File: src/rtl/seg_scan_ctrl.sv
// rtl/seg_scan_ctrl.sv - multiplexed seven-segment scan controller with blink, blanking and zero suppression
// Pending/shadow double buffer: loads land in pending and become visible only at a frame boundary.
module seg_scan_ctrl #(
  parameter int DIGITS       = 4,
  parameter int CLK_DIV      = 50000,
  parameter int DEAD         = 2,
  parameter int BLINK_FRAMES = 125
) (
  input  logic                  clk,
  input  logic                  rst,
  input  logic [4*DIGITS-1:0]   data,
  input  logic [DIGITS-1:0]     dot,
  input  logic [DIGITS-1:0]     blank,
  input  logic [DIGITS-1:0]     blink,
  input  logic                  lz_en,
  input  logic                  load,
  output logic                  busy,
  output logic [DIGITS-1:0]     sm_wei,
  output logic [7:0]            sm_duan,
  output logic                  frame_tick
);

  localparam int SW = (CLK_DIV > 1) ? $clog2(CLK_DIV) : 1;
  localparam int IW = (DIGITS > 1) ? $clog2(DIGITS) : 1;
  localparam int FW = (BLINK_FRAMES > 1) ? $clog2(BLINK_FRAMES) : 1;

  logic [SW-1:0]       slot_cnt;
  logic [IW-1:0]       idx;
  logic [FW-1:0]       frame_cnt;
  logic                blink_phase;

  logic [4*DIGITS-1:0] pend_data, sh_data;
  logic [DIGITS-1:0]   pend_dot, pend_blank, pend_blink;
  logic [DIGITS-1:0]   sh_dot, sh_blank, sh_blink;
  logic                pend_lz_en, sh_lz_en;

  logic                slot_last, idx_last, frame_wrap;
  logic [DIGITS-1:0]   lz_mask;
  logic [3:0]          cur_nib;
  logic                cur_dot, cur_dark;
  logic [DIGITS-1:0]   wei_nxt;
  logic [7:0]          duan_nxt;

  function automatic logic [6:0] seg_decode(input logic [3:0] nib);
    case (nib)
      4'h0: seg_decode = 7'h40;
      4'h1: seg_decode = 7'h79;
      4'h2: seg_decode = 7'h24;
      4'h3: seg_decode = 7'h30;
      4'h4: seg_decode = 7'h19;
      4'h5: seg_decode = 7'h12;
      4'h6: seg_decode = 7'h02;
      4'h7: seg_decode = 7'h78;
      4'h8: seg_decode = 7'h00;
      4'h9: seg_decode = 7'h10;
      4'hA: seg_decode = 7'h08;
      4'hB: seg_decode = 7'h03;
      4'hC: seg_decode = 7'h46;
      4'hD: seg_decode = 7'h21;
      4'hE: seg_decode = 7'h06;
      default: seg_decode = 7'h0E;
    endcase
  endfunction

  assign slot_last  = (slot_cnt == SW'(CLK_DIV - 1));
  assign idx_last   = (idx == IW'(DIGITS - 1));
  assign frame_wrap = slot_last && idx_last;

  // Suppress leading blank zeros from the top digit down; digit 0 is always shown.
  always_comb begin : lz_scan
    logic lead;
    lead    = sh_lz_en;
    lz_mask = '0;
    for (int i = DIGITS - 1; i >= 1; i--) begin
      if (lead && (sh_data[4*i +: 4] == 4'h0) && !sh_dot[i]) begin
        lz_mask[i] = 1'b1;
      end else begin
        lead = 1'b0;
      end
    end
  end

  always_comb begin
    cur_nib  = sh_data[{idx, 2'b00} +: 4];
    cur_dot  = sh_dot[idx];
    cur_dark = sh_blank[idx] | (sh_blink[idx] & blink_phase) | lz_mask[idx];
    wei_nxt  = '1;
    duan_nxt = 8'hFF;
    if ((slot_cnt >= SW'(DEAD)) && !cur_dark) begin
      wei_nxt  = ~(DIGITS'(1) << idx);
      duan_nxt = {~cur_dot, seg_decode(cur_nib)};
    end
  end

  always_ff @(posedge clk or posedge rst) begin
    if (rst) begin
      slot_cnt    <= '0;
      idx         <= '0;
      frame_cnt   <= '0;
      blink_phase <= 1'b0;
      frame_tick  <= 1'b0;
      sm_wei      <= '1;
      sm_duan     <= 8'hFF;
    end else begin
      frame_tick <= frame_wrap;
      sm_wei     <= wei_nxt;
      sm_duan    <= duan_nxt;
      if (slot_last) begin
        slot_cnt <= '0;
        idx      <= idx_last ? '0 : idx + 1'b1;
      end else begin
        slot_cnt <= slot_cnt + 1'b1;
      end
      if (frame_wrap) begin
        if (frame_cnt == FW'(BLINK_FRAMES - 1)) begin
          frame_cnt   <= '0;
          blink_phase <= ~blink_phase;
        end else begin
          frame_cnt <= frame_cnt + 1'b1;
        end
      end
    end
  end

  // A load taken on the wrap edge sees busy=0 here, so it waits for the next wrap.
  always_ff @(posedge clk or posedge rst) begin
    if (rst) begin
      busy       <= 1'b0;
      pend_data  <= '0;
      pend_dot   <= '0;
      pend_blank <= '0;
      pend_blink <= '0;
      pend_lz_en <= 1'b0;
      sh_data    <= '0;
      sh_dot     <= '0;
      sh_blank   <= '1;
      sh_blink   <= '0;
      sh_lz_en   <= 1'b0;
    end else if (frame_wrap && busy) begin
      busy     <= 1'b0;
      sh_data  <= pend_data;
      sh_dot   <= pend_dot;
      sh_blank <= pend_blank;
      sh_blink <= pend_blink;
      sh_lz_en <= pend_lz_en;
    end else if (load && !busy) begin
      busy       <= 1'b1;
      pend_data  <= data;
      pend_dot   <= dot;
      pend_blank <= blank;
      pend_blink <= blink;
      pend_lz_en <= lz_en;
    end
  end

endmodule

File: config.mk
export PLATFORM = sky130hd
export DESIGN_NAME = seg_scan_ctrl
export DESIGN_NICKNAME = d
export VERILOG_FILES = /design/src/rtl/seg_scan_ctrl.sv
export SDC_FILE = /design/constraint.sdc
export NUM_CORES = 1
export LEC_CHECK = 0
export CAP_MARGIN = 20
export CORE_MARGIN = 4
export CORE_UTILIZATION = 51
export CTS_CLUSTER_SIZE = 40
export DETAILED_ROUTE_END_ITERATION = 7
export HOLD_SLACK_MARGIN = 0.06
export PLACE_DENSITY = 0.75
export SKIP_CTS_REPAIR_TIMING = 1
export SLEW_MARGIN = 15
export SYNTH_ARGS = -nofsm -noshare
export SYNTH_HDL_FRONTEND = slang
export SYNTH_SLANG_ARGS = --single-unit
File: constraint.sdc
create_clock -name clk -period 3.58 [get_ports clk]
set_clock_uncertainty 0.05 [all_clocks]
set_input_delay 0.895 -clock clk [delete_from_list [all_inputs] [get_ports clk]]
set_output_delay 0.895 -clock clk [all_outputs]
set_load 0.01 [all_outputs]
### Word level (Yosys, flattened, before mapping)

Memory sizes are Yosys's and may differ from the RTL's.
Cells that the tools add are included.

| word-level totals | value |
|---|---|
| register bits | 98 |
| bits in read-only memories | 112 |
| input port bits | 32 |
| output and inout port bits | 14 |
| word-level logic and storage cells | 77 |
| memories kept | 1 |

| cells by class | value |
|---|---|
| add/subtract/negate cells | 3 |
| order comparisons | 2 |
| equality and inequality tests | 3 |
| shift operators | 2 |
| multiplexer cells | 20 |
| bitwise logic cells | 7 |
| reductions and logical operators | 21 |

Memory list:

| memory | words | width | read ports | clocked after memory_dff | wr ports | line | source |
|---|---|---|---|---|---|---|---|
| (no name shown) | 16 | 7 | 1 | 0 | 0 | 45 | `case (nib)` |

Operator list:

| kind | count |
|---|---|
| 16-bit by 1-bit adder with 16-bit output (second input constant) | 1 |
| 16-bit == test (second input constant) | 1 |
| 16-bit by 2-bit greater-or-equal comparator with 1-bit output (second input constant) | 1 |
| 16-bit two-way mux | 1 |
| 16-bit by 5-bit indexed part select with 4-bit output | 1 |
| 4-bit logical NOT | 3 |
| 1-bit two-way mux | 11 |
| 1-bit logical AND | 10 |
| 1-bit binary-select mux with 2-bit select | 4 |
| 8-bit two-way mux | 1 |
| 7-bit by 1-bit adder with 7-bit output (second input constant) | 1 |
| 7-bit == test (second input constant) | 1 |
| 7-bit two-way mux | 1 |
| 1-bit logical NOT | 5 |
| 4-bit two-way mux | 1 |
| 4-bit inverter | 1 |
| 2-bit AND reduction | 2 |
| 1-bit by 2-bit << shifter with 4-bit output (first input constant) | 1 |
| 2-bit by 3-bit less-than comparator with 1-bit output (second input constant) | 1 |
| 1-bit inverter | 3 |
| 2-bit by 1-bit adder with 2-bit output (second input constant) | 1 |
| 2-bit == test (second input constant) | 1 |
| 2-bit two-way mux | 1 |
| 1-bit bitwise OR | 2 |
| other kinds (2) | 2 |

### Depth between registers and ports, before layout

Gate-level depths: netlist of the first run.

| logic depth | value |
|---|---|
| word-level depth | 16 |
| depth in mapped cells | 8 |
| gate-level depth less buffers | 7 |

### Worst setup path before layout of the first run

Ideal clock, no wire load.

| path | value |
|---|---|
| kind | input to register |
| start | input load |
| end | register pend_data[0] |
| setup time | 125 ps |
| arrival time | 2103 ps |
| required time | 3405 ps |
| path slack | 1302 ps |
| stages on the path | 4 |
| path buffers | 2 |
| path through | nor2b_1 > buf_1 > buf_1 > mux2_2 |

| on the way | value |
|---|---|
| cells in the longest elaborated chain, start to end | 2 |

Ends and longest elaborated chain:

| what | line | source |
|---|---|---|
| from (decl) | 16 | `input logic load,` |
| 1-bit logical AND | 146 | `end else if (load && !busy) begin` |
| 2-bit AND reduction (no source line) | -- |  |
| to (signal assigned) | 148 | `pend_data <= data;` |
| to (decl) | 32 | `logic [4*DIGITS-1:0] pend_data, sh_data;` |

Every way passes these cells.
A chain may end at the register's enable or synchronous reset.

### Worst setup path after layout of the first run

| path | value |
|---|---|
| start | register slot_cnt[12] |
| end | register sh_data[2] |

| on the way | value |
|---|---|
| cells in the longest elaborated chain, start to end | 3 |

Ends and longest elaborated chain:

| what | line | source |
|---|---|---|
| from (decl) | 27 | `logic [SW-1:0] slot_cnt;` |
| from (signal assigned) | 112 | `slot_cnt <= slot_cnt + 1'b1;` |
| 16-bit == test | 65 | `assign slot_last = (slot_cnt == SW'(CLK_DIV - 1));` |
| 1-bit logical AND | 67 | `assign frame_wrap = slot_last && idx_last;` |
| 1-bit logical AND | 139 | `end else if (frame_wrap && busy) begin` |
| to (signal assigned) | 141 | `sh_data <= pend_data;` |
| to (decl) | 32 |  |

Every way passes these cells.

==> impl_results.md, run 1 <==
- Final Hold Vio Count: 0
- Power Dens Cells: approximately 370 mW/mm^2
- Final critical-path share of the clock period: about three quarters
- First-pass GRT wire length: about 14,000 um
- Routed length per placed instance: between 15 and 20 um
- Kind of critical path: reg -> reg
- Max Freq: 382.4 MHz
- Rel. slew slack: 49.21%
- Unrepaired setup endpoints after global routing: false
- Synthesized Nets: 403
- Cell with the largest stage delay on the worst path: sky130_fd_sc_hd__or4_4
- Total DRC errors in the routed layout: 0
- Clock net sink count: 98
- Hold WC Path Type: reg -> reg
- Post-detailed-route via-to-cell ratio: approximately 5.6
- Cell-by-cell listing of the critical path: or4_4 -> nor4_4 -> and2_1 -> nand3_4 -> mux2_4
- Worst-case clock buffer depth: 2
- Yosys Warn Count: 0
- Initial core utilization: 52.51%
- Number of flops mapped to enable cells by yosys: 0
- Total die area: roughly 0.011 mm^2
- Final worst path period need: 2.615 ns
- Initial DRT Pass Iterations: 4
- Fraction of layout instances using a drive strength above 1: 26.85%
- Crit. End Element: flip-flop
- Count of boundary I/O pins: 46
- Met2 capacity usage during global routing: 25.36%
- Number of synthesized register bits: 98
- Share of total power in sequential cells: 59.7%
- CTS tree: done
- Post-layout nets: 447
- Combined flip-flop and latch cell area: between 0.002 and 0.0025 mm^2
- Routed WL: 8206 um
- Antenna cells: 0
- Worst-case register-to-register setup slack: between 0.9 and 1 ns
- Number of instances in the synthesized netlist: about 360
- Register area share after synthesis: 53.72%
- Post-route worst hold slack: 0.4404 ns
- Data arrival time of the worst path: around 2.8 ns
- Kind of launch point of the worst setup path: flip-flop
- Mapped Avg Cell Area: 12.89 um^2
- Die X: roughly 100 um
- Part of the total power dissipated in combinational logic: approximately 5%
- Area occupied by multi-input gates: 0.002009 mm^2
- Synth cell types: 45
- Layer with the highest usage: met2
- Cell Area, Synth: 0.004602 mm^2
- Aggregate global-route resource usage: 17.03%
- Via count of the first global-routing pass: 2,973
- Number of max-slew violations in the final report: 0
- Core Box Area: 0.008763 mm^2
- Total CTS buffers: 9
- Area added between synthesis and finish: 16.01%
- Rows: 34
- Clk network pwr share: 35.3%
- Largest net degree at the start of global routing: 41
- Buf/Inv on CP: 0
- Met3 usage in global routing: 4.533%
- Number of levels the H-tree was split into: 3
- Clock-pin slew on the worst setup and hold paths: 0.10 ns
- Leakage power: 2.376 nW
- Fill cell count: 699
- Pre-CTS setup slack: 0.9825 ns
- Count of input and output buffers: 45
- Cell-internal power: 0.001486 W
- Sw Pwr: 0.0004843 W
- Fraction of registers with async set or reset after synthesis: 100.0%
- Run status: completed
- Die height: around 100 um
- Remaining antenna violation count: 0
- Met1 usage: 24.14%
- Slew at the pin closest to its max-slew limit: 0.7619 ns
- Main synth FF type: sky130_fd_sc_hd__dfrtp_1
- DPL Wire Length: approximately 5800 um
- VDD IR max: 0.0002397 V
- Final WS setup: 0.9651 ns
- Top delay family on crit path: simple AND/OR/NAND/NOR gates
- Setup TNS after final layout: 0 ns
- Initial antenna violation count: 0
- Crit path required time: 3.79 ns
- Clock latency reported for the late side of the worst-skew pair: 0.37 ns
- Biggest fanout along the worst timing path: 30
- DRT iter0 DRCs: 75
- Peak per-stage delay on the critical path: 0.56 ns
- Leftover overflow at the end of global routing: 0
- Switching part of the total: around 25%
- Count of maximum capacitance violations: 0
- Number of setup violations in the final report: 0
- Clock root cell: sky130_fd_sc_hd__clkbuf_8
- Detailed-route via count: 2,855
- Routability congestion estimate from global placement: 0.8618
per-stage QoR:
step / total power (W) / cell area, um^2 / instances / util, %
after floorplan: 0.001240 / 4602 / 357 / -
after global placement: 0.001293 / 5145 / 498 / 58.71
after detailed placement: 0.001300 / 5145 / 498 / 58.71
after CTS: 0.001998 / 5339 / 514 / 60.92
after global routing: 0.002055 / 5339 / 514 / 60.92
final: 0.001970 / 5339 / 514 / 60.92
final timing paths:
| path | startpoint | cells after the start | end |
|---|---|---|---|
| worst min-delay path | frame_cnt[5]$_DFFE_PP0P_ | 1 | frame_cnt[5]$_DFFE_PP0P_ |
| worst max-delay path | slot_cnt[12]$_DFF_PP0_ | 5 | sh_data[2]$_DFFE_PP0P_ |
| max in group asynchronous | rst | 3 | pend_data[8]$_DFFE_PP0P_ |
| min in group asynchronous | rst | 2 | pend_blink[2]$_DFFE_PP0P_ |
| worst max register to register | slot_cnt[12]$_DFF_PP0_ | 5 | sh_data[2]$_DFFE_PP0P_ |
| worst min register to register | frame_cnt[5]$_DFFE_PP0P_ | 1 | frame_cnt[5]$_DFFE_PP0P_ |
logic make-up after synthesis:
kind of cell	share of synthesized area, %
and+or+nand+nor	11.72
DFF	53.72
xor gates and xnor gates	2.665
AOI/OAI and AO/OA	4.187
buffers and inverters	2.665
adders and majority gates	3.806
muxes	21.23
metal layers:
layer | share of wire, % | vias to the layer above | wire, um
li1 | - | 1360 | -
met4 | 1.8 | 0 | 146
met5 | 0 | - | 0
met3 | 4.2 | 16 | 341
met1 | 48 | 1427 | 3925
met2 | 46 | 52 | 3793
flip-flops by register name, indices dropped and copies added, names as in the netlist, 2 cells and up:
name and count:
sh_dot 4, sh_data 16, slot_cnt 16, sh_blink 4, sm_duan 8, sm_wei 4
pend_dot 4, sh_blank 4, pend_blank 4, frame_cnt 7, idx 2, pend_data 16
pend_blink 4
power groups by stage:
| stage | Clock (W) | Sequential [W] | Combinational, W |
|---|---|---|---|
| 2_1_floorplan | 0 | 0.00119 | 0.0000543 |
| 3_3_place_gp | 0 | 0.00120 | 0.0000979 |
| 3_5_place_dp | 0 | 0.00120 | 0.000102 |
| 4_1_cts | 0.000720 | 0.00118 | 0.000102 |
| 5_1_grt | 0.000763 | 0.00118 | 0.000111 |
| 6_report | 0.000696 | 0.00118 | 0.0000990 |
synthesized netlist by cell type, types with 2 or more instances:
library cell	n	area share (%)
sky130_fd_sc_hd__dfrtp_1	82	45
sky130_fd_sc_hd__mux2_2	31	7.6
sky130_fd_sc_hd__mux2_4	29	9.5
sky130_fd_sc_hd__nand2_1	24	2.0
sky130_fd_sc_hd__nor2_1	22	1.8
sky130_fd_sc_hd__dfstp_2	16	9.1
sky130_fd_sc_hd__nand3_1	16	1.7
sky130_fd_sc_hd__o21ai_0	15	1.6
sky130_fd_sc_hd__ha_1	14	3.8
sky130_fd_sc_hd__inv_1	9	0.73
sky130_fd_sc_hd__nor3_1	9	0.98
sky130_fd_sc_hd__mux2i_1	8	1.7
sky130_fd_sc_hd__clkbuf_1	7	0.57
sky130_fd_sc_hd__xnor2_1	7	1.3
sky130_fd_sc_hd__xor2_1	7	1.3
sky130_fd_sc_hd__nand4_1	6	0.82
sky130_fd_sc_hd__mux4_2	5	2.4
sky130_fd_sc_hd__and3_1	4	0.54
sky130_fd_sc_hd__and4_1	3	0.57
sky130_fd_sc_hd__buf_1	3	0.24
sky130_fd_sc_hd__buf_6	3	0.73
sky130_fd_sc_hd__nor4_1	3	0.41
sky130_fd_sc_hd__o31ai_1	3	0.49
sky130_fd_sc_hd__a22oi_1	2	0.33
sky130_fd_sc_hd__a311oi_1	2	0.38
sky130_fd_sc_hd__a31oi_1	2	0.27
sky130_fd_sc_hd__and2_1	2	0.27
sky130_fd_sc_hd__buf_2	2	0.22
sky130_fd_sc_hd__nand3b_1	2	0.33
sky130_fd_sc_hd__nor2b_1	2	0.27
sky130_fd_sc_hd__o211ai_1	2	0.33
sky130_fd_sc_hd__or2_2	2	0.27
layout make-up:
type                            instances  share of cell area, %
Clock buffer                            9                  2.320
Tap cell                              108                  2.531
Multi-Input combinational cell        234                  37.64
Timing Repair Buffer                   49                  9.234
Sequential cell                        98                  46.31
Inverter                                9                 0.6562
Clock inverter                          7                  1.312
cells in the final DEF, fill, tap and decap left out, types with 3 or more instances in the layout:
cell type	count
sky130_fd_sc_hd__nand2_1	24
sky130_fd_sc_hd__mux2_4	29
sky130_fd_sc_hd__nor2_1	22
sky130_fd_sc_hd__nand4_1	6
sky130_fd_sc_hd__clkbuf_8	9
sky130_fd_sc_hd__o21ai_0	15
sky130_fd_sc_hd__nor3_1	9
sky130_fd_sc_hd__xnor2_1	7
sky130_fd_sc_hd__and3_1	4
sky130_fd_sc_hd__mux2i_1	8
sky130_fd_sc_hd__inv_1	8
sky130_fd_sc_hd__dfrtp_1	82
sky130_fd_sc_hd__and4_1	3
sky130_fd_sc_hd__mux2_2	31
sky130_fd_sc_hd__ha_1	14
sky130_fd_sc_hd__clkdlybuf4s50_1	45
sky130_fd_sc_hd__dfstp_2	16
sky130_fd_sc_hd__buf_4	3
sky130_fd_sc_hd__xor2_1	7
sky130_fd_sc_hd__inv_6	3
sky130_fd_sc_hd__mux4_2	5
sky130_fd_sc_hd__nand3_1	16
sky130_fd_sc_hd__nor4_1	3
sky130_fd_sc_hd__o31ai_1	3
Note: power is estimated with default switching activity, not from simulation.
==> inputs of run 2 (changes only) <==
CORE_UTILIZATION = 57   (was 51)
PLACE_DENSITY = 0.8   (was 0.75)
clock period = 2.5 ns   (was 3.58 ns; I/O delays follow)
==> run 2 against run 1 <==
  * Non-clock buffer count grew 3
  * Register-to-register slack worse by 0.78 ns
  * Flip-flop and latch count did not move
  * Design area up 0.96%
  * Power up 45%
  * Routed wire length shrank 2.2%
  * First-iteration DRC count is 73% higher
  * Combinational power increased by 43%
  * Via count shrank 1.6%
  * Fmax up 13%
==> impl_results.md, run 2 (same netlist as run 1, synthesis figures left out) <==
- Crit path required time: 2.69 ns (was 3.79 ns)
- Number of setup violations in the final report: 0 (unchanged)
- Leftover overflow at the end of global routing: 0 (unchanged)
- Commonest non-fill, non-tap cell in the layout: sky130_fd_sc_hd__dfrtp_1 (unchanged)
- Clock root cell: sky130_fd_sc_hd__clkbuf_8 (unchanged)
- Post-detailed-route via-to-cell ratio: 5.499 (was 5.554)
- Count of input and output buffers: 45 (unchanged)
- Largest registers ranked by flip-flop count: pend_data (16), sh_data (16), slot_cnt (16) (unchanged)
- Kind of critical path: reg -> reg (unchanged)
- DRT iter0 DRCs: 130 (was 75)
- DPL Wire Length: 5817 um (was 5824 um)
- Post-placement cell count: 495 (was 498)
- Power Dens Cells: 531.8 mW/mm^2 (was 369.0 mW/mm^2)
- FF-to-FF Start: slot_cnt[12]$_DFF_PP0_ (unchanged)
- Path length in cells of the critical path: 6 (was 5)
- Most used cells in the layout excluding fill and tap cells: sky130_fd_sc_hd__dfrtp_1 (82), sky130_fd_sc_hd__clkdlybuf4s50_1 (45), sky130_fd_sc_hd__mux2_2 (31), sky130_fd_sc_hd__mux2_4 (29), sky130_fd_sc_hd__nand2_1 (24) (unchanged)
- Kind of launch point of the worst setup path: flip-flop (unchanged)
- Clock-pin slew on the worst setup and hold paths: 0.09 ns (was 0.10 ns)
- Count of boundary I/O pins: 46 (unchanged)
- Core Box Area: 0.007807 mm^2 (was 0.008763 mm^2)
- Post-route worst hold slack: 0.4356 ns (was 0.4404 ns)
- Rows: 32 (was 34)
- Total CTS buffers: 9 (unchanged)
- First-pass GRT wire length: 13,850 um (was 14,190 um)
- Final Hold Vio Count: 0 (unchanged)
- Routability congestion estimate from global placement: 0.8096 (was 0.8618)
- Routed length per placed instance: 15.70 um (was 15.96 um)
- Clock net sink count: 98 (unchanged)
- Fill cell count: 574 (was 699)
- Aggregate global-route resource usage: 17.63% (was 17.03%)
- Non-filler instance count after layout: 511 (was 514)
- Destination of the worst register-to-register timing path: sh_data[8]$_DFFE_PP0P_ (was sh_data[2]$_DFFE_PP0P_)
- Hold WC Path Type: reg -> reg (unchanged)
- Final worst path period need: 2.310 ns (was 2.615 ns)
- Die height: 97.85 um (was 103.0 um)
- Top delay family on crit path: simple AND/OR/NAND/NOR gates (unchanged)
- Via count of the first global-routing pass: 2,842 (was 2,973)
- Number of max-slew violations in the final report: 0 (unchanged)
- Peak per-stage delay on the critical path: 0.56 ns (about the same)
- Remaining antenna violation count: 0 (unchanged)
- Data arrival time of the worst path: 2.50 ns (was 2.82 ns)
- Max Freq: 432.9 MHz (was 382.4 MHz)
- Setup TNS after final layout: 0 ns (unchanged)
- Final critical-path share of the clock period: 92.40% (was 73.04%)
- Area added between synthesis and finish: 17.13% (was 16.01%)
- Slew at the pin closest to its max-slew limit: 0.5711 ns (was 0.7619 ns)
- Unrepaired setup endpoints after global routing: false (unchanged)
- Wire length the detailed router placed on met1: 3862 um (was 3925 um)
- Number of levels the H-tree was split into: 3 (unchanged)
- Detailed-route via count: 2,810 (was 2,855)
- Initial antenna violation count: 0 (unchanged)
- Clock latency reported for the late side of the worst-skew pair: 0.36 ns (was 0.37 ns)
- Worst-case clock buffer depth: 2 (unchanged)
- Wire length on met3: 338 um (was 341 um)
- End point of the critical path: sh_data[8]$_DFFE_PP0P_ (was sh_data[2]$_DFFE_PP0P_)
- Cell with the largest stage delay on the worst path: sky130_fd_sc_hd__or4_4 (unchanged)
- Die X: 97.85 um (was 103.0 um)
- Leakage power: 2.405 nW (was 2.376 nW)
- Initial core utilization: 58.94% (was 52.51%)
- VDD IR max: 0.0003813 V (was 0.0002397 V)
- Count of maximum capacitance violations: 0 (unchanged)
- Run status: completed (unchanged)
- Top Metal Used: met4 (unchanged)
- Worst-case register-to-register setup slack: 0.19 ns (was 0.97 ns)
- CTS tree: done (unchanged)
- Total length of routed met2 wires: 3726 um (was 3793 um)
- Initial DRT Pass Iterations: 4 (unchanged)
- Cell count of the worst reg-to-reg path: 6 (was 5)
- Routed WL: 8024 um (was 8206 um)
- Biggest fanout along the worst timing path: 30 (unchanged)
- Largest net degree at the start of global routing: 50 (was 41)
- Post-layout nets: 450 (was 447)
- Critical Path Source: slot_cnt[12]$_DFF_PP0_ (unchanged)
- Total DRC errors in the routed layout: 0 (unchanged)
- Total die area: 0.009575 mm^2 (was 0.01061 mm^2)
- Buf/Inv on CP: 1 (was 0)
- Rel. slew slack: 61.93% (was 49.21%)
- Crit. End Element: flip-flop (unchanged)
- Cell-by-cell listing of the critical path: or4_4 -> nor4_4 -> and2_1 -> nand3_4 -> buf_12 -> mux2_4 (was or4_4 -> nor4_4 -> and2_1 -> nand3_4 -> mux2_4)
- Fraction of layout instances using a drive strength above 1: 27.14% (was 26.85%)
- Antenna cells: 0 (unchanged)
-- run 2: cell types whose count changed in the layout (fill, tap and decap cells not counted), sizes merged --
cell    previous run  this run
bufinv             0         1
clkinv             3         2
clkbuf             9        11
buf                4         7
inv               12        10
-- run 2: worst min path at each step --
stage,start,end,slack (ns),cells after the start
floorplan,frame_cnt[5]$_DFFE_PP0P_,frame_cnt[5]$_DFFE_PP0P_,0.39,1
global placement,frame_cnt[5]$_DFFE_PP0P_,frame_cnt[5]$_DFFE_PP0P_,0.41,1
detailed placement,frame_cnt[6]$_DFFE_PP0P_,frame_cnt[6]$_DFFE_PP0P_,0.42,1
CTS,frame_cnt[6]$_DFFE_PP0P_,frame_cnt[6]$_DFFE_PP0P_,0.44,1
global route,frame_cnt[6]$_DFFE_PP0P_,frame_cnt[6]$_DFFE_PP0P_,0.46,1
finish,frame_cnt[5]$_DFFE_PP0P_,frame_cnt[5]$_DFFE_PP0P_,0.44,1
-- run 2: cell type report --
type,instances,area [um^2],area share (%)
clock buffer,11,141.4,2.623
clock inverter,5,61.31,1.137
inverter,9,37.54,0.6964
multi-input combinational,234,2009,37.28
sequential,98,2472,45.87
tap,102,127.6,2.368
timing repair buffer,52,540.5,10.03
-- run 2: power breakdown --
group / switching, W / internal, W
combinational: 0.0000498 / 0.0000921
sequential: 0.0000329 / 0.00165
clock: 0.000547 / 0.000498
total: 0.000630 / 0.00224
-- run 2: metal layers --
metal  vias to the layer above  global-route usage, %
li1                       1364                      -
met4                         0                  5.325
met1                      1378                  25.26
met3                         9                  3.929
met2                        59                  27.12
met5                         -                      0
-- run 2: stage by stage --
stage / setup WS, ns / total power (W) / area, um^2 / util, %
final: 0.1899 / 0.002866 / 5390 / 69.04
after global routing: 0.05056 / 0.002982 / 5390 / 69.04
after global placement: 0.2652 / 0.001848 / 5187 / 66.44
after CTS: 0.1851 / 0.002885 / 5390 / 69.04
after floorplan: 0.3385 / 0.001776 / 4606 / -
after detailed placement: 0.2146 / 0.001856 / 5187 / 66.44
==> inputs of run 3 (changes only) <==
SETUP_SLACK_MARGIN = 0.15   (was not set)
==> run 3 against run 2 <==
  * Final cell count increased by 0.59%
  * Setup slack better by 0.063 ns
  * Power is essentially flat
  * Non-clock buffer count grew 3
  * Count of clock-buffer cells in the layout stayed put
  * Register-to-register slack better by 0.06 ns
  * Fmax grew 2.8%
  * Sequential power about the same
  * Hold slack got worse by 0.0031 ns
  * Sequential share of layout area down 0.19 points
==> impl_results.md, run 3 (same netlist as run 1, synthesis figures left out) <==
- Worst-case register-to-register setup slack: 0.25 ns (was 0.19 ns)
- Biggest fanout along the worst timing path: 30 (unchanged)
- Die height: 97.85 um (unchanged)
- Kind of launch point of the worst setup path: flip-flop (unchanged)
- Number of levels the H-tree was split into: 3 (unchanged)
- Clock latency reported for the late side of the worst-skew pair: 0.36 ns (about the same)
- Placed inst area: 0.005187 mm^2 (unchanged)
- Remaining antenna violation count: 0 (unchanged)
- Post-layout nets: 453 (was 450)
- Die X: 97.85 um (unchanged)
- Fill cell count: 568 (was 574)
- Final critical-path share of the clock period: 89.87% (was 92.40%)
- Cell count of the worst reg-to-reg path: 6 (unchanged)
- Largest registers ranked by flip-flop count: pend_data (16), sh_data (16), slot_cnt (16) (unchanged)
- CTS tree: done (unchanged)
- Detailed-route via count: 2,815 (was 2,810)
- Power Dens Cells: 528.6 mW/mm^2 (was 531.8 mW/mm^2)
- Antenna cells: 0 (unchanged)
- Via count of the first global-routing pass: 2,842 (unchanged)
- Data arrival time of the worst path: 2.44 ns (was 2.50 ns)
- Setup TNS after final layout: 0 ns (unchanged)
- Count of input and output buffers: 45 (unchanged)
- Routed WL: 8046 um (was 8024 um)
- Number of max-slew violations in the final report: 0 (unchanged)
- Number of setup violations in the final report: 0 (unchanged)
- Aggregate global-route resource usage: 17.63% (unchanged)
- First-pass GRT wire length: 13,850 um (unchanged)
- Kind of critical path: reg -> reg (unchanged)
- Post-detailed-route via-to-cell ratio: 5.477 (was 5.499)
- Rel. slew slack: 62.00% (was 61.93%)
- Core Box Area: 0.007807 mm^2 (unchanged)
- Switching part of the total: 21.91% (was 21.98%)
- Cell-internal power: 0.002236 W (unchanged)
- Initial DRT Pass Iterations: 4 (unchanged)
- Count of maximum capacitance violations: 0 (unchanged)
- Initial core utilization: 58.94% (unchanged)
- Area occupied by multi-input gates: 0.002012 mm^2 (was 0.002009 mm^2)
- Max Freq: 445.1 MHz (was 432.9 MHz)
- Run status: completed (unchanged)
- Total die area: 0.009575 mm^2 (unchanged)
- Clk network pwr share: 36.4% (was 36.5%)
- Non-Filler Cell Area, Final: 0.005418 mm^2 (was 0.005390 mm^2)
- Clock root cell: sky130_fd_sc_hd__clkbuf_8 (unchanged)
- Initial antenna violation count: 0 (unchanged)
- Sw Pwr: 0.0006275 W (was 0.0006299 W)
- Final Hold Vio Count: 0 (unchanged)
- Worst-case clock buffer depth: 2 (unchanged)
- Routed length per placed instance: 15.65 um (was 15.70 um)
- Most used cells in the layout excluding fill and tap cells: sky130_fd_sc_hd__dfrtp_1 (80), sky130_fd_sc_hd__clkdlybuf4s50_1 (45), sky130_fd_sc_hd__mux2_2 (31), sky130_fd_sc_hd__mux2_4 (29), sky130_fd_sc_hd__nand2_1 (24) (was sky130_fd_sc_hd__dfrtp_1 (82), sky130_fd_sc_hd__clkdlybuf4s50_1 (45), sky130_fd_sc_hd__mux2_2 (31), sky130_fd_sc_hd__mux2_4 (29), sky130_fd_sc_hd__nand2_1 (24))
- Crit path required time: 2.69 ns (about the same)
- Instance count along the most critical hold path: 1 (unchanged)
- Unrepaired setup endpoints after global routing: false (unchanged)
- Routability congestion estimate from global placement: 0.8096 (unchanged)
- VDD IR max: 0.0003814 V (was 0.0003813 V)
- Part of the total power dissipated in combinational logic: 5.0% (was 4.9%)
- Clock net sink count: 98 (unchanged)
- Area added between synthesis and finish: 17.73% (was 17.13%)
- Final worst path period need: 2.247 ns (was 2.310 ns)
- DPL Wire Length: 5817 um (unchanged)
- DRT iter0 DRCs: 142 (was 130)
- Leftover overflow at the end of global routing: 0 (unchanged)
- Largest net degree at the start of global routing: 50 (unchanged)
- Fraction of layout instances using a drive strength above 1: 28.40% (was 27.14%)
- Crit. End Element: flip-flop (unchanged)
- Rows: 32 (unchanged)
- Slew at the pin closest to its max-slew limit: 0.5648 ns (was 0.5711 ns)
- Hold WC Path Type: reg -> reg (unchanged)
- Count of boundary I/O pins: 46 (unchanged)
- Total DRC errors in the routed layout: 0 (unchanged)
- Clock-pin slew on the worst setup and hold paths: 0.09 ns (about the same)
- Leakage power: 2.419 nW (was 2.405 nW)
- Share of total power in sequential cells: 58.6% (about the same)
- Combined flip-flop and latch cell area: 0.002475 mm^2 (was 0.002472 mm^2)
- Total CTS buffers: 9 (unchanged)
- Commonest non-fill, non-tap cell in the layout: sky130_fd_sc_hd__dfrtp_1 (unchanged)
run 3: area by class of cell:
cell class	instances	area share, %
Inverter	9	0.6928
Timing Repair Buffer	55	10.39
Sequential cell	98	45.68
Clock inverter	5	1.132
Multi-Input combinational cell	234	37.14
Tap cell	102	2.356
Clock buffer	11	2.610
run 3: worst paths after layout:
path	to	startpoint
worst max-delay path	sh_data[8]$_DFFE_PP0P_	slot_cnt[12]$_DFF_PP0_
worst min-delay path	frame_cnt[6]$_DFFE_PP0P_	frame_cnt[6]$_DFFE_PP0P_
worst max register to register	sh_data[8]$_DFFE_PP0P_	slot_cnt[12]$_DFF_PP0_
worst min register to register	frame_cnt[6]$_DFFE_PP0P_	frame_cnt[6]$_DFFE_PP0P_
max in group asynchronous	slot_cnt[11]$_DFF_PP0_	rst
min in group asynchronous	pend_blink[1]$_DFFE_PP0P_	rst
run 3: routing by layer:
layer  vias to the layer above  GRT usage (%)  routed length [um]
li1                       1370              -                   -
met1                      1374          25.26                3870
met5                         -              0                   0
met3                        10          3.929                 306
met4                         0          5.325                 126
met2                        61          27.12                3743
run 3: critical path, stage by stage, from the launching register on:
cell and delay (ns):
sky130_fd_sc_hd__dfrtp_1 0.41, sky130_fd_sc_hd__or4_4 0.55, sky130_fd_sc_hd__nor4_4 0.26, sky130_fd_sc_hd__and2_4 0.23, sky130_fd_sc_hd__nand3_4 0.08, sky130_fd_sc_hd__buf_12 0.21, sky130_fd_sc_hd__mux2_4 0.32
run 3: per-stage QoR:
| step | util, % | total power, W | setup slack [ns] | instances | hold WS [ns] |
|---|---|---|---|---|---|
| 2_1_floorplan | - | 0.001776 | 0.3385 | 357 | 0.3882 |
| 3_3_place_gp | 66.44 | 0.001848 | 0.2652 | 495 | 0.4098 |
| 3_5_place_dp | 66.44 | 0.001856 | 0.2146 | 495 | 0.4199 |
| 4_1_cts | 69.04 | 0.002885 | 0.1851 | 511 | 0.4367 |
| 5_1_grt | 69.39 | 0.002982 | 0.1564 | 514 | 0.4643 |
| 6_report | 69.39 | 0.002864 | 0.2532 | 514 | 0.4325 |
run 3: power by group through the flow:
stage	Combinational, W	Clock [W]	Sequential [W]
finish	0.000142	0.00104	0.00168
global route	0.000158	0.00114	0.00169
CTS	0.000146	0.00106	0.00168
detailed placement	0.000146	0	0.00171
global placement	0.000139	0	0.00171
floorplan	0.0000782	0	0.00170
